File: src/rtl/mssd_pkg.sv
// Shared types and default geometry for the multichannel serial demux.
package mssd_pkg;

    typedef enum logic [2:0] {
        IDLE,
        HDR,
        DATA,
        PAR,
        STOP,
        ERR
    } mssd_state_t;

    localparam int MSSD_CH_BITS  = 2;
    localparam int MSSD_LEN_BITS = 6;

endpackage

File: src/rtl/mssd_bit_counter.sv
// Loadable down-counter with a zero flag; counts header bits and then data bits.
// Latency: load/decrement visible next cycle. No backpressure; stops at zero.
module mssd_bit_counter #(
    parameter int W = 8
) (
    input  logic         clk,
    input  logic         rst_n,
    input  logic         load,
    input  logic [W-1:0] load_val,
    input  logic         dec,
    output logic         zero
);

    logic [W-1:0] cnt_q;
    logic [W-1:0] cnt_d;

    always_comb begin
        cnt_d = cnt_q;
        if (load) begin
            cnt_d = load_val;
        end else if (dec && (cnt_q != '0)) begin
            cnt_d = cnt_q - W'(1);
        end
    end

    always_ff @(posedge clk or negedge rst_n) begin
        if (!rst_n) begin
            cnt_q <= '0;
        end else begin
            cnt_q <= cnt_d;
        end
    end

    assign zero = (cnt_q == '0);

endmodule

File: src/rtl/mssd_param_demux.sv
// Serial frame demux: steers L data bits to one of 2**CH_BITS outputs, flags framing/parity faults.
// Latency: data bits appear on p in the same cycle they are sampled; pulses one cycle after stop.
// Backpressure: none, consumers must accept every valid bit.
module mssd_param_demux
    import mssd_pkg::*;
#(
    parameter int CH_BITS   = MSSD_CH_BITS,
    parameter int LEN_BITS  = MSSD_LEN_BITS,
    parameter int PARITY_EN = 1
) (
    input  logic                  clk,
    input  logic                  rst_n,
    input  logic                  ser_in,
    output logic [CH_BITS-1:0]    pn,
    output logic                  out_valid,
    output logic [2**CH_BITS-1:0] p,
    output logic                  frame_done,
    output logic                  parity_err,
    output logic                  error
);

    localparam int NCH = 2**CH_BITS;
    localparam int HW  = CH_BITS + LEN_BITS;
    localparam int CW  = HW;

    mssd_state_t         state_q, state_d;
    logic [HW-2:0]       hdr_q, hdr_d;
    logic [CH_BITS-1:0]  pn_q, pn_d;
    logic                parity_q, parity_d;
    logic                frame_done_q, frame_done_d;
    logic                parity_err_q, parity_err_d;

    logic [HW-1:0]       hdr_full;
    logic [LEN_BITS-1:0] hdr_len;
    logic                cnt_load;
    logic [CW-1:0]       cnt_load_val;
    logic                cnt_dec;
    logic                cnt_zero;

    // The bit being sampled completes the header on its last cycle.
    assign hdr_full = {ser_in, hdr_q};
    assign hdr_len  = hdr_full[HW-1:CH_BITS];

    mssd_bit_counter #(.W(CW)) u_cnt (
        .clk      (clk),
        .rst_n    (rst_n),
        .load     (cnt_load),
        .load_val (cnt_load_val),
        .dec      (cnt_dec),
        .zero     (cnt_zero)
    );

    always_comb begin
        state_d      = state_q;
        hdr_d        = hdr_q;
        pn_d         = pn_q;
        parity_d     = parity_q;
        frame_done_d = 1'b0;
        parity_err_d = 1'b0;
        cnt_load     = 1'b0;
        cnt_load_val = CW'(HW - 1);
        cnt_dec      = 1'b0;
        case (state_q)
            IDLE: begin
                if (!ser_in) begin
                    state_d  = HDR;
                    parity_d = 1'b0;
                    cnt_load = 1'b1;
                end
            end
            HDR: begin
                hdr_d   = hdr_full[HW-1:1];
                cnt_dec = 1'b1;
                if (cnt_zero) begin
                    pn_d = hdr_full[CH_BITS-1:0];
                    if (hdr_len != '0) begin
                        state_d      = DATA;
                        cnt_load     = 1'b1;
                        cnt_load_val = CW'(hdr_len) - CW'(1);
                    end else begin
                        state_d = (PARITY_EN != 0) ? PAR : STOP;
                    end
                end
            end
            DATA: begin
                parity_d = parity_q ^ ser_in;
                cnt_dec  = 1'b1;
                if (cnt_zero) begin
                    state_d = (PARITY_EN != 0) ? PAR : STOP;
                end
            end
            PAR: begin
                parity_d = parity_q ^ ser_in;
                state_d  = STOP;
            end
            STOP: begin
                // Without a parity bit there is nothing to check against.
                if (ser_in) begin
                    state_d = IDLE;
                    if ((PARITY_EN != 0) && parity_q) begin
                        parity_err_d = 1'b1;
                    end else begin
                        frame_done_d = 1'b1;
                    end
                end else begin
                    state_d = ERR;
                end
            end
            ERR: begin
                if (ser_in) begin
                    state_d = IDLE;
                end
            end
            default: state_d = IDLE;
        endcase
    end

    always_ff @(posedge clk or negedge rst_n) begin
        if (!rst_n) begin
            state_q      <= IDLE;
            hdr_q        <= '0;
            pn_q         <= '0;
            parity_q     <= 1'b0;
            frame_done_q <= 1'b0;
            parity_err_q <= 1'b0;
        end else begin
            state_q      <= state_d;
            hdr_q        <= hdr_d;
            pn_q         <= pn_d;
            parity_q     <= parity_d;
            frame_done_q <= frame_done_d;
            parity_err_q <= parity_err_d;
        end
    end

    always_comb begin
        p = '0;
        if (state_q == DATA) begin
            p[pn_q] = ser_in;
        end
    end

    assign pn         = pn_q;
    assign out_valid  = (state_q == DATA);
    assign frame_done = frame_done_q;
    assign parity_err = parity_err_q;
    assign error      = (state_q == ERR);

endmodule

File: config.mk
export PLATFORM = sky130hd
export DESIGN_NAME = mssd_param_demux
export DESIGN_NICKNAME = d
export VERILOG_FILES = /design/src/rtl/mssd_pkg.sv /design/src/rtl/mssd_bit_counter.sv /design/src/rtl/mssd_param_demux.sv
export SDC_FILE = /design/constraint.sdc
export NUM_CORES = 1
export LEC_CHECK = 0
export ABC_CLOCK_PERIOD_IN_PS = 4500
export BUFFER_PORTS_ARGS = -buffer_cell sky130_fd_sc_hd__buf_2
export CORE_AREA = 2 2 61 63
export DETAILED_ROUTE_END_ITERATION = 7
export DIE_AREA = 0 0 63 65
export HOLD_SLACK_MARGIN = 0.08
export PLACE_DENSITY = 0.6
export SETUP_SLACK_MARGIN = 0.05
export SLEW_MARGIN = 20
export SYNTH_ARGS = -nofsm -noshare
export SYNTH_HDL_FRONTEND = slang
export SYNTH_SLANG_ARGS = --single-unit
File: constraint.sdc
create_clock -name clk -period 4.5 [get_ports clk]
set_input_delay 0.45 -clock clk [delete_from_list [all_inputs] [get_ports clk]]
set_output_delay 0.45 -clock clk [all_outputs]
set_load 0.02 [all_outputs]
[Word level (Yosys, flattened, before mapping)]
Cells that the tools add are included.
Storage, ports and cells
  register bits: 23
  bits in latches: 0
  memory bits (writable): 0
  bits in read-only memories: 0
  input port bits: 3
  output and inout port bits: 10
  logic and storage cells: 63
  memories kept: 0
Cells by class
  add/sub/neg operators: 2
  $mul: 0
  divide/modulo/power cells: 0
  magnitude comparators: 2
  equal/unequal tests: 9
  shift operators: 0
  mux-type cells: 28
  bitwise operators: 2
  reductions and logical operators: 13
Operators by type and width (count)
  2-to-1 mux 8 bit: 5
  one-hot mux 3 bit (6 select lines): 1
  2-to-1 mux 3 bit: 5
  2-to-1 mux 1 bit: 13
  zero test 8 bit: 1
  nonzero test 8 bit: 1
  subtractor 8 x 1 -> 8 bit, second input constant: 1
  subtractor 6 x 1 -> 7 bit, second input constant: 1
  equality test 3 x 2 -> 1 bit, second input constant: 2
  equality test 3 bit, second input constant: 2
  != test 2 bit, second input constant: 3
  nonzero test 6 bit: 1
  AND 4 bit: 1
  2-to-1 mux 4 bit: 1
  one-hot mux 1 bit (2 select lines): 2
  AND reduction 2 bit: 2
  AND reduction 4 bit: 1
  nonzero test 2 bit: 2
  OR reduction 2 bit: 2
  equality test 3 x 1 -> 1 bit, second input constant: 1
  zero test 3 bit: 1
  less-than comparator 2 x 3 -> 1 bit, second input constant: 1
  demux 1 bit (select 2 bit): 1
  >= comparator 2 x 1 -> 1 bit, second input constant: 1
  other kinds (3): 4

[Logic depth before layout (Yosys ltp)]
  word-level depth: 6
  depth in mapped cells: 7
  gate-level depth less buffers: 6

[Hierarchy]
Synthesis repeated with hierarchy kept, for this count alone.
Unflattened totals
  cells, all modules: 153
  area, all modules: 1446.4 um2
By module, submodules not included
  mssd_param_demux: instances 1, cells each 85, area each 870.8 um2
  mssd_bit_counter: instances 1, cells each 68, area each 575.6 um2

[Worst setup path after synthesis]
No wires, ideal clock.
  path kind: reg-to-output
  start point: reg state_q[2]
  end point: out p[2]
  arrival time: 1754 ps
  setup slack: 2296 ps
  stages on the path, launching flop included: 6
  path buffers: 1
  cell sequence: dfrtp_1 > buf_2 > nand2b_1 > nor2_1 > nand2_1 > nor3b_1
On the way
  word-level cells in the longest chain between the ends: 2
RTL lines
  start, declared: RTL line mssd_param_demux.sv:26  | mssd_state_t state_q, state_d;
  start signal, assigned: RTL line mssd_param_demux.sv:127  | state_q <= state_d;
  equality test 3 x 2 -> 1 bit
  net out_valid: RTL line mssd_param_demux.sv:15  | output logic out_valid,
  2-to-1 mux 4 bit: RTL line mssd_param_demux.sv:138  | if (state_q == DATA) begin
  end, declared: RTL line mssd_param_demux.sv:16  | output logic [2**CH_BITS-1:0] p,
The timed path passes the listed nets, and every way through them passes these cells.

[Worst setup path in the final report]
  start point: reg state_q[0]
  end point: reg u_cnt.cnt_q[5]
On the way
  word-level cells in the longest chain between the ends: 5
  elaborated cells on any way between the ends: 10
  classes of those cells: 2 x eq/ne; 4 x mux; 4 x reduce/logical
RTL lines
  equality test 3 x 2 -> 1 bit / equality test 3 x 1 -> 1 bit (equally long branches): RTL line mssd_param_demux.sv:63  | case (state_q)
  OR reduction 2 bit (no line)
  2-to-1 mux 1 bit: RTL line mssd_param_demux.sv:63
  logical AND 1 bit: RTL line mssd_bit_counter.sv:21  | end else if (dec && (cnt_q != '0)) begin
  nonzero test 2 bit (no line)
  end signal, assigned: RTL line mssd_bit_counter.sv:30  | cnt_q <= cnt_d;
  end, declared: RTL line mssd_bit_counter.sv:14  | logic [W-1:0] cnt_q;
Parallel ways exist; a longest one is shown, timed or not.
A chain may end at the register's enable or synchronous reset.

==> summary.md <==
| Metric | Value |
|---|---|
| Clock Tree Buf Depth | `2` |
| Grt ovf | `0` |
| Vias in the first global route | `about 1200` |
| Req. time, crit path | `between 4 and 5 ns` |
| Cell area after synthesis | `between 1000 and 1500 µm²` |
| Overall power | `0.000933 W` |
| Ys Warns | `0` |
| Final setup violation count | `0` |
| Buf/Inv on CP | `0` |
| PortBufs | `12` |
| Die extent in y | `roughly 65 µm` |
| Largest delay share family, worst path | `simple AND/OR/NAND/NOR gates` |
| Most common library cells after synthesis | `dfrtp_1 (23), nand2_1 (14), inv_1 (9), nor3_1 (9)` |
| Area delta synth->final | `7.47%` |
| Top Usage Layer GRT | `met2` |
| Critical path cell sequence | `nor3b_2 -> and3_1 -> a21oi_1 -> a221o_1` |
| Setup crit start | `state_q[0]` |
| Fin crit share | `0.518` |
| Prevailing post-synth register cell | `dfrtp_1` |
| Wirelength, routed | `3.23 mm` |
| Setup Crit Path Kind | `register to register` |
| # fillers | `349` |
| Final nets | `170` |
| Synth Register Bits | `23` |
| Crit Reg-Reg Endpoint | `u_cnt.cnt_q[5]` |
| # DRC | `0` |
| Top-area cell type share of the netlist area | `0.390` |
| Clk_lat worst skew | `0.31 ns` |
| Hold buffer count at cts | `0` |
| Outcome | `completed` |
| R2r startpoint | `state_q[0]` |
| Slew @ Worst Pin | `0.793 ns` |
| Row count | `22` |
| Critical Path Fanout Max | `13` |
| Setup TNS | `0 ns` |
| Post-route clock skew | `0.0123 ns` |
| Synth cell types | `49` |
| First-pass GRT wire length | `5.84 mm` |
| Drt first pass iters | `4` |
| Cell taking the most area after synthesis | `dfrtp_1` |
| Crit path launch type | `register` |
| DR vias | `1227` |
| Tot GR Track Use | `0.181` |
| Largest cells by area after synthesis | `dfrtp_1 (39%), ha_1 (5.1%), mux2_2 (3.8%)` |
| RSZ-0062 raised after global routing | `false` |
| Mapped Nets | `161` |
| GPL Wtd Cong | `0.858` |
| Reg-to-reg slack, setup | `2.17 ns` |
| Critical path data arrival time | `2.54 ns` |
| Power density cells | `589 nW/µm²` |
| Crit path time final | `2.33 ns` |
| Slowest CP cell | `nor3b_2` |
| Drt wl/cell | `15.5 µm` |
| Worst r2r path cells | `4` |
| Layout cell share with drive strength beyond 1 | `0.181` |
| GRT met3 Usage | `0.0365` |
| Initial antenna violation count | `0` |
| Static leakage | `0.686 nW` |
| Antenna-violating nets left | `0` |
| Worst vdd ir | `352 µV` |
| CTS root buf | `clkbuf_4` |
| Critical Path Sink Type | `register` |
| Max_cap viols | `0` |
| Post-synth EDFFs | `0` |
| Die width | `about 63 µm` |
| Worst hold path type | `input port to asynchronous set/reset pin` |
| Syn Inst Count | `152` |
| Crit path to | `u_cnt.cnt_q[5]` |
| CTS tree | `built` |
| Synth async-reset ratio | `1.00` |
| Met2 Use GR | `0.273` |
| Total CTS buffers | `3` |
| # Post-CTS Setup Buffers | `0` |
| CTS clock-pin slew for the worst setup and hold paths | `0.12 ns` |
| Core area | `about 3500 µm²` |
| H-tree depth | `1` |
| Mean area per synthesized cell | `9.70 µm²` |
| Starting density of the core | `0.422` |
| CTS resizes | `0` |
| Highest Clock Rate | `429 MHz` |
| Rel. slew slack | `0.466` |
| CP Depth | `4` |
| Number of diodes | `0` |
| 1st-iter DRT viols | `75` |
| Count leader, synth | `dfrtp_1` |
| Ports | `13` |
| Worst hold slack | `0.0897 ns` |
| Largest net degree at the start of global routing | `24` |
| GR Util met1 | `0.266` |
| Post-detail-place hpwl | `2.46 mm` |
| Final Hold Fails | `0` |
| Vias per cell | `5.90` |
| Max stage delay on crit path | `~0.7 ns` |
| Register area share after synthesis | `0.390` |
| Final Max Tran Viols | `0` |
| Clock Sinks | `23` |
| Die footprint | `4100 µm²` |
-- cell type report --
type | instances | area (µm²) | area share
clock buffers | 4 | 26.3 | 0.0166
inverters | 9 | 33.8 | 0.0213
well taps | 48 | 60.1 | 0.0379
flip-flops and latches | 23 | 576 | 0.363
multi-input cells | 112 | 828 | 0.523
repair buffers | 12 | 60.1 | 0.0379
-- how the worst min path moves through the flow --
stage	endpoint	depth (start not counted)
3_3_place_gp	frame_done	1
6_report	frame_done	1
3_5_place_dp	frame_done	1
2_1_floorplan	frame_done	0
5_1_grt	parity_err	1
4_1_cts	frame_done	1
-- layer usage --
layer / vias up / part of all wire
met5: - / 0
li1: 587 / -
met1: 603 / 0.49
met3: 4 / 0.043
met2: 33 / 0.45
met4: 0 / 0.012
-- report_power, final --
group	internal, W	switching, W
registers	0.000276	0.000107
clock network	0.0000346	0.0000578
logic	0.000200	0.000257
-- logic make-up after synthesis --
logic type | Yosys count | synth area share
muxes | 5 | 0.0382
xor gates and xnor gates | 5 | 0.0348
buffers and inverters | 17 | 0.0509
AOI/OAI and AO/OA | 36 | 0.202
and+or+nand+nor | 60 | 0.233
DFF | 23 | 0.390
adders and majority gates | 6 | 0.0509
-- sequential cells by signal, summed over array words and instances (netlist names) --
register and count:
frame_done 1, hdr_q 7, parity_err 1, parity_q 1, pn 2, state_q 3, u_cnt.cnt_q 8
-- cell usage in the layout, fill, tap and decap left out, types with 3 or more instances in the layout --
master     n
inv_1      9
xnor2_1    3
a21oi_1    6
nand3_1    6
a211oi_1   3
dfrtp_1   23
mux2_2     5
and4_1     4
nor2b_1    3
nor3b_1    4
o21ai_0    6
clkbuf_4   3
nor3_1     9
nand2_1   14
ha_1       6
nor2_1     4
buf_2     12
nor4_1     3
-- worst register-to-register path: stages (launching register included) --
cell	delay, ns
dfrtp_1	0.57
nor3b_2	0.68
and3_1	0.45
a21oi_1	0.17
a221o_1	0.37
-- metrics by stage --
stage          cell area, µm²  worst slack, ns  cells   util
3_5_place_dp             1560             2.20    204  0.446
6_report                 1580             2.17    208  0.453
2_1_floorplan            1470             2.30    152      -
5_1_grt                  1580             1.89    208  0.453
3_3_place_gp             1550             1.89    204  0.444
4_1_cts                  1580             2.18    208  0.453
Power figures use the tool's default switching activity.
